==> config.mk <==
export PLATFORM = sky130hd
export DESIGN_NAME = mac_result_unloader_flat
export DESIGN_NICKNAME = d
export VERILOG_FILES = /design/src/rtl/mac_result_unloader_pkg.sv /design/src/rtl/mac_result_unloader_if.sv /design/src/rtl/mac_result_unloader_res_index_counter.sv /design/src/rtl/mac_result_unloader.sv /design/src/flat_wrapper.sv
export SDC_FILE = /design/constraint.sdc
export NUM_CORES = 1
export LEC_CHECK = 0
export CAP_MARGIN = 20
export CORE_MARGIN = 2
export CORE_UTILIZATION = 53
export CTS_BUF_LIST = sky130_fd_sc_hd__clkbuf_16
export DETAILED_ROUTE_END_ITERATION = 16
export PLACE_DENSITY = 0.89
export SLEW_MARGIN = 5
export SYNTH_ARGS = -nofsm -noshare
export SYNTH_HDL_FRONTEND = slang
export SYNTH_HIERARCHICAL = 1
export SYNTH_SLANG_ARGS = --single-unit
==> constraint.sdc <==
create_clock -name clk -period 5.39 [get_ports clk]
set_input_delay 1.3475 -clock clk [delete_from_list [all_inputs] [get_ports clk]]
set_output_delay 1.3475 -clock clk [all_outputs]
set_load 0.01 [all_outputs]
==> src/rtl/mac_result_unloader_pkg.sv <==
// Shared constants, state encoding and index helper for the MAC result unloader.
package mac_result_unloader_pkg;

    localparam int DATA_W     = 4;
    localparam int RES_W      = 10;
    localparam int MAC_NUM    = 9;
    localparam int CLIP_LIMIT = 255;

    typedef enum logic [1:0] {
        IDLE   = 2'd0,
        STREAM = 2'd1,
        DONE   = 2'd2
    } state_t;

    // Row-major position of a (row, col) pair inside the 3x3 accumulator grid.
    function automatic logic [3:0] mac_index(input logic [1:0] row, input logic [1:0] col);
        return ({2'b00, row} * 4'd3) + {2'b00, col};
    endfunction

endpackage

==> src/rtl/mac_result_unloader_if.sv <==
// Result stream bundle: data, matrix coordinates, last marker and valid/ready handshake.
// With UNLOAD_CLIP_EN defined the bundle also carries the res_ovf clip flag.
interface mac_result_unloader_if;
    import mac_result_unloader_pkg::*;

    logic [RES_W-1:0] res_data;
    logic [1:0]       res_row;
    logic [1:0]       res_col;
    logic             res_valid;
    logic             res_last;
    logic             res_ready;
`ifdef UNLOAD_CLIP_EN
    logic             res_ovf;

    modport master (
        output res_data, res_row, res_col, res_valid, res_last, res_ovf,
        input  res_ready
    );

    modport slave (
        input  res_data, res_row, res_col, res_valid, res_last, res_ovf,
        output res_ready
    );
`else
    modport master (
        output res_data, res_row, res_col, res_valid, res_last,
        input  res_ready
    );

    modport slave (
        input  res_data, res_row, res_col, res_valid, res_last,
        output res_ready
    );
`endif

endinterface

==> src/rtl/mac_result_unloader_res_index_counter.sv <==
// Row/column walker over a row_w x col_x result matrix in row-major order.
// Exposes the following position so the parent can pre-register the next beat.
module res_index_counter (
    input  logic       clk,
    input  logic       clear_n,
    input  logic       load,
    input  logic       advance,
    input  logic [1:0] row_w,
    input  logic [1:0] col_x,
    output logic [1:0] row,
    output logic [1:0] col,
    output logic [1:0] next_row,
    output logic [1:0] next_col,
    output logic       last
);

    logic [1:0] row_reg;
    logic [1:0] col_reg;
    logic       col_end;
    logic       row_end;

    // Wrap decode and next position.
    always_comb begin
        col_end  = (col_reg == (col_x - 2'd1));
        row_end  = (row_reg == (row_w - 2'd1));
        next_col = col_end ? 2'd0 : (col_reg + 2'd1);
        next_row = row_reg;
        if (col_end) begin
            next_row = row_end ? 2'd0 : (row_reg + 2'd1);
        end
    end

    // Position register: cleared on reset and on a new capture, steps on each transfer.
    always_ff @(posedge clk) begin
        if (!clear_n || load) begin
            row_reg <= 2'd0;
            col_reg <= 2'd0;
        end else if (advance) begin
            row_reg <= next_row;
            col_reg <= next_col;
        end
    end

    assign row  = row_reg;
    assign col  = col_reg;
    assign last = col_end && row_end;

endmodule

==> src/rtl/mac_result_unloader.sv <==
// Captures the nine MAC accumulators on a rising edge of unload_res and streams the
// row_w x col_x valid results out one per handshake in row-major order.
// Optional feature macro: UNLOAD_CLIP_EN (saturate beats to 255 and flag res_ovf).
module mac_result_unloader
    import mac_result_unloader_pkg::*;
(
    input  logic                     clk,
    input  logic                     clear_n,
    input  logic [MAC_NUM*RES_W-1:0] mac_res,
    input  logic                     unload_res,
    input  logic [1:0]               row_w,
    input  logic [1:0]               col_x,
    output logic                     busy,
    output logic                     done,
    mac_result_unloader_if.master    res
);

    state_t           state_reg;
    state_t           state_next;
    logic             unload_prev_reg;
    logic [1:0]       row_w_reg;
    logic [1:0]       col_x_reg;
    logic [RES_W-1:0] buf_mem [MAC_NUM];

    logic [RES_W-1:0] res_data_reg;
    logic             res_valid_reg;
    logic             busy_reg;
    logic             done_reg;

    logic             rise;
    logic             xfer;
    logic             capture;
    logic             advance;
    logic [1:0]       idx_next_row;
    logic [1:0]       idx_next_col;
    logic             idx_last;
    logic [RES_W-1:0] beat_word;
    logic [RES_W-1:0] beat_out;

    res_index_counter u_index (
        .clk      (clk),
        .clear_n  (clear_n),
        .load     (capture),
        .advance  (advance),
        .row_w    (row_w_reg),
        .col_x    (col_x_reg),
        .row      (res.res_row),
        .col      (res.res_col),
        .next_row (idx_next_row),
        .next_col (idx_next_col),
        .last     (idx_last)
    );

    // Next state plus capture/advance strobes; unload_res edges only count in IDLE.
    always_comb begin
        state_next = state_reg;
        capture    = 1'b0;
        advance    = 1'b0;
        rise       = unload_res && !unload_prev_reg;
        xfer       = res_valid_reg && res.res_ready;
        case (state_reg)
            IDLE: begin
                if (rise) begin
                    capture    = 1'b1;
                    state_next = ((row_w == 2'd0) || (col_x == 2'd0)) ? DONE : STREAM;
                end
            end
            STREAM: begin
                if (xfer) begin
                    if (idx_last) begin
                        state_next = DONE;
                    end else begin
                        advance = 1'b1;
                    end
                end
            end
            DONE: begin
                state_next = IDLE;
            end
            default: begin
                state_next = IDLE;
            end
        endcase
    end

    // The first beat bypasses the buffer since it is being written in the same cycle.
    always_comb begin
        beat_word = capture ? mac_res[RES_W-1:0]
                            : buf_mem[mac_index(idx_next_row, idx_next_col)];
`ifdef UNLOAD_CLIP_EN
        beat_out  = (beat_word > RES_W'(CLIP_LIMIT)) ? RES_W'(CLIP_LIMIT) : beat_word;
`else
        beat_out  = beat_word;
`endif
    end

    // State register and previous-unload_res register for edge detection.
    always_ff @(posedge clk) begin
        if (!clear_n) begin
            state_reg       <= IDLE;
            unload_prev_reg <= 1'b0;
        end else begin
            state_reg       <= state_next;
            unload_prev_reg <= unload_res;
        end
    end

    // Result buffer and job dimensions, written only at capture and frozen otherwise.
    always_ff @(posedge clk) begin
        if (capture) begin
            row_w_reg <= row_w;
            col_x_reg <= col_x;
            for (int i = 0; i < MAC_NUM; i++) begin
                buf_mem[i] <= mac_res[i*RES_W +: RES_W];
            end
        end
    end

    // Registered stream outputs; data only moves when a new beat is loaded.
    always_ff @(posedge clk) begin
        if (!clear_n) begin
            res_data_reg  <= '0;
            res_valid_reg <= 1'b0;
            busy_reg      <= 1'b0;
            done_reg      <= 1'b0;
        end else begin
            res_valid_reg <= (state_next == STREAM);
            busy_reg      <= (state_next != IDLE);
            done_reg      <= (state_next == DONE);
            if (capture || advance) begin
                res_data_reg <= beat_out;
            end
        end
    end

`ifdef UNLOAD_CLIP_EN
    logic res_ovf_reg;

    // Overflow flag travels with the beat it describes and drops when streaming stops.
    always_ff @(posedge clk) begin
        if (!clear_n) begin
            res_ovf_reg <= 1'b0;
        end else if (state_next != STREAM) begin
            res_ovf_reg <= 1'b0;
        end else if (capture || advance) begin
            res_ovf_reg <= (beat_word > RES_W'(CLIP_LIMIT));
        end
    end

    assign res.res_ovf = res_ovf_reg;
`endif

    assign res.res_data  = res_data_reg;
    assign res.res_valid = res_valid_reg;
    assign res.res_last  = res_valid_reg && idx_last;
    assign busy          = busy_reg;
    assign done          = done_reg;

endmodule

==> src/flat_wrapper.sv <==
// flat-port wrapper written by rule: the top's interface ports become plain ports
module mac_result_unloader_flat import mac_result_unloader_pkg::*;
  (clk, clear_n, mac_res, unload_res, row_w, col_x, busy, done, res_res_data, res_res_row, res_res_col, res_res_valid, res_res_last, res_res_ready);
  mac_result_unloader_if res_i ();
  input  logic clk;
  input  logic clear_n;
  input  logic [MAC_NUM*RES_W-1:0] mac_res;
  input  logic unload_res;
  input  logic [1:0] row_w;
  input  logic [1:0] col_x;
  output logic busy;
  output logic done;
  output wire logic [$bits(res_i.res_data)-1:0] res_res_data;
  output wire logic [$bits(res_i.res_row)-1:0] res_res_row;
  output wire logic [$bits(res_i.res_col)-1:0] res_res_col;
  output wire logic [$bits(res_i.res_valid)-1:0] res_res_valid;
  output wire logic [$bits(res_i.res_last)-1:0] res_res_last;
  input wire logic [$bits(res_i.res_ready)-1:0] res_res_ready;
  assign res_res_data = res_i.res_data;
  assign res_res_row = res_i.res_row;
  assign res_res_col = res_i.res_col;
  assign res_res_valid = res_i.res_valid;
  assign res_res_last = res_i.res_last;
  assign res_i.res_ready = res_res_ready;
  mac_result_unloader u_core (.clk(clk), .clear_n(clear_n), .mac_res(mac_res), .unload_res(unload_res), .row_w(row_w), .col_x(col_x), .busy(busy), .done(done), .res(res_i));
endmodule
==> results.json <==
{
  "synth_top_family_by_area": "compound AO/OA/AOI/OAI gates",
  "setup-tns-final_ns": 0,
  "viasPerCell": 6.11,
  "root_buffer": "clkbuf_16",
  "clockBufferDepth": 2,
  "max_cap_viol_count": 0,
  "rsz0062_at_grt": "no",
  "cpMostUsedCell": "inv_1",
  "cp-end-kind": "flop",
  "synth-edff-count": 94,
  "routabilityCongestion": 0.831,
  "path_clk_slew_ns": 0.06,
  "nFillCells": 467,
  "synth_compound_area_share_pct": 10.6,
  "cts_setup_buffers": 0,
  "initial_core_util_pct": 54.9,
  "ys_ff_latch": 114,
  "synthToLayoutAreaGrowth_pct": 38.9,
  "holdBufCountCts": 0,
  "drt-total-wl_um": 12700,
  "core_area_mm2": 0.00872,
  "synth_top_area_cell": "edfxtp_1",
  "worst_slack_ns": 1.02,
  "maxSlewHeadroom_pct": 35.0,
  "first_iter_violations": 304,
  "stdcell_count": 570,
  "die_y_um": 99.1,
  "synth_common_cells": "94 x edfxtp_1, 31 x mux2_2, 20 x dfxtp_1, 15 x a21oi_1",
  "min_period_ns": 4.37,
  "synth.distinct_cells": 41,
  "grt_overflow": 0,
  "route.detailed.drc": 0,
  "dp.cells": 538,
  "antenna_left": 0,
  "num_antenna_cells": 0,
  "async_flop_share_pct": 0,
  "p_leak_nw": 2.28,
  "worst_setup_path_start_kind": "flop",
  "synth_area_leaders": "edfxtp_1 59%, dfxtp_1 8.4%, mux2_2 7.3%, nand2b_1 1.8%, o31a_1 1.8%",
  "crit_path_max_incr_delay_ns": 0.69,
  "synth_xor_area_share_pct": 0.523,
  "avgSynthCellArea_um2": 14.6,
  "synthFlopType": "edfxtp_1",
  "yosys_warnings": 6,
  "hold_class": "flop to flop",
  "synth.area.mux_share_pct": 8.81,
  "ctsResizeCount": 0,
  "rows": 34,
  "cts.sinks": 114,
  "hold_viol": 0,
  "grt_max_degree": 81,
  "vias": 3481,
  "die_area_mm2": 0.00981,
  "h-tree-depth": 4,
  "clk_latency_ns": 0.41,
  "layout-drive-gt1-share_pct": 15.6,
  "final-setup-viol-count": 0,
  "synth_top_area_share_pct": 58.9,
  "cts_tree": "yes",
  "max_clock_freq_ghz": 0.229,
  "worstPathMaxFanout": 10,
  "critical_path_class": "flop to flop",
  "grt_use_total_pct": 26.4,
  "synth_fa_ha_area_share_pct": 1.36,
  "cpMaxStageDelayCell": "fa_1",
  "num-nets-final": 552,
  "grt_pass1_vias": 3598,
  "firstDrtPassIters": 5,
  "syn-cell-area_mm2": 0.00479,
  "worstMarginPinSlew_ns": 0.976,
  "numCtsBuffers": 17,
  "required_ns": 5.73,
  "p_per_area_mw_per_mm2": 375,
  "synthSimpleGateAreaFrac_pct": 9.17,
  "yosysMostFrequentCell": "edfxtp_1",
  "portBuffers": 115,
  "pre_cts_slack_ns": 1.34,
  "final-max-slew-violation-count": 0,
  "period_share_pct": 81.0,
  "seq_area_frac_synth_pct": 67.3,
  "clock_skew_ns": 0.00858,
  "dp_hpwl_um": 7520,
  "ios": 116,
  "path_cells": "xnor2_2 > mux2i_4 > a21oi_1 > a31oi_1 > inv_1 > fa_1 > inv_1 > ha_1 > inv_1 > fa_1 > or2_0 > o21ai_0 > a2111oi_0 > o31a_1",
  "dieWidth_um": 99.1,
  "status": "finished clean",
  "largest_reg_flops": 90,
  "syn-num-nets": 429,
  "synthCells": 327,
  "vdd_ir_drop_max_uv": 390,
  "grt_pass1_wl_um": 19200,
  "worst_ep_arrival_time_ns": 4.71,
  "avgRoutedWirePerCell_um": 22.2,
  "antenna_found_initial": 0
}
placed cells by master, fill, tap and decap left out, types with 3 or more instances in the layout:
cell type and n:
nand2b_1 14, nand2_1 14, mux2i_1 5, a21oi_1 15
nor3b_1 10, clkdlybuf4s50_1 115, a2111oi_0 9, buf_4 3
nor2_1 6, inv_6 5, nand3b_1 3, clkinvlp_4 4
o31a_1 10, clkbuf_16 17, a22oi_1 4, edfxtp_1 94
nor4_1 4, mux2_2 31, inv_1 9, nor2b_1 10
o21ai_0 10, bufinv_16 3, a21boi_0 3, a211oi_1 7
dfxtp_1 20, o22ai_1 11
through the flow:
stage / utilization (%) / area [um^2] / hold WS [ns] / power (mW)
finish: 76.3 / 6650 / 0.573 / 2.49
global placement: 69.1 / 6020 / 0.539 / 1.33
global route: 76.3 / 6650 / 0.584 / 2.55
CTS: 76.0 / 6630 / 0.571 / 2.48
detailed placement: 69.1 / 6020 / 0.563 / 1.34
floorplan: - / 4790 / 0.562 / 1.21
report_power, final:
group / total [mW] / leakage, nW / switching, mW / internal (mW)
logic: 0.297 / 0.937 / 0.139 / 0.158
clock network: 1.14 / 0.283 / 0.413 / 0.730
registers: 1.05 / 1.05 / 0.0269 / 1.03
total: 2.49 / 2.28 / 0.579 / 1.92
critical path: cells and delay by family (launching register included):
family | cells | cell delay (ns)
buffers and inverters | 3 | 0.25
adder cells (fa/ha/maj) | 3 | 1.32
flip-flops | 1 | 0.44
XOR/XNOR | 1 | 0.27
multiplexers | 1 | 0.37
AO/OA/AOI/OAI | 5 | 1.21
AND/OR/NAND/NOR | 1 | 0.44
final timing paths:
| check | start | endpoint | slack (ns) | depth (start not counted) |
|---|---|---|---|---|
| setup reg to reg | u_core/col_x_reg[1]$_DFFE_PP_ | u_core/res.res_data[8]$_SDFFE_PN0P_ | 1.02 | 14 |
| hold / removal | u_core/u_index/col[1]$_SDFFE_PP0P_ | u_core/u_index/col[1]$_SDFFE_PP0P_ | 0.57 | 2 |
| hold reg to reg | u_core/u_index/col[1]$_SDFFE_PP0P_ | u_core/u_index/col[1]$_SDFFE_PP0P_ | 0.57 | 2 |
| setup / recovery | u_core/col_x_reg[1]$_DFFE_PP_ | u_core/res.res_data[8]$_SDFFE_PN0P_ | 1.02 | 14 |
area by class of cell:
type | count | area, um^2 | area share, %
multi-input cells | 189 | 1460 | 21.9
clock inverters | 14 | 178 | 2.67
inverters | 9 | 33.8 | 0.508
clock buffers | 17 | 425 | 6.39
repair buffers | 119 | 1200 | 18.1
flip-flops and latches | 114 | 3220 | 48.4
well taps | 108 | 135 | 2.03
kinds of logic after synthesis:
group | count (synthesis)
simple gates | 72
flops | 114
xor+xnor | 2
mux | 37
fa+ha+maj | 4
buf+inv | 24
compound gates | 74
layer usage:
metal / share of wire, % / global-route usage, % / vias up
met1: 36 / 30.0 / 1670
li1: - / - / 1518
met3: 9.1 / 9.29 / 45
met5: 0 / 0 / -
met2: 52 / 45.9 / 248
met4: 3.2 / 9.38 / 0
(Power assumes the default switching activity.)
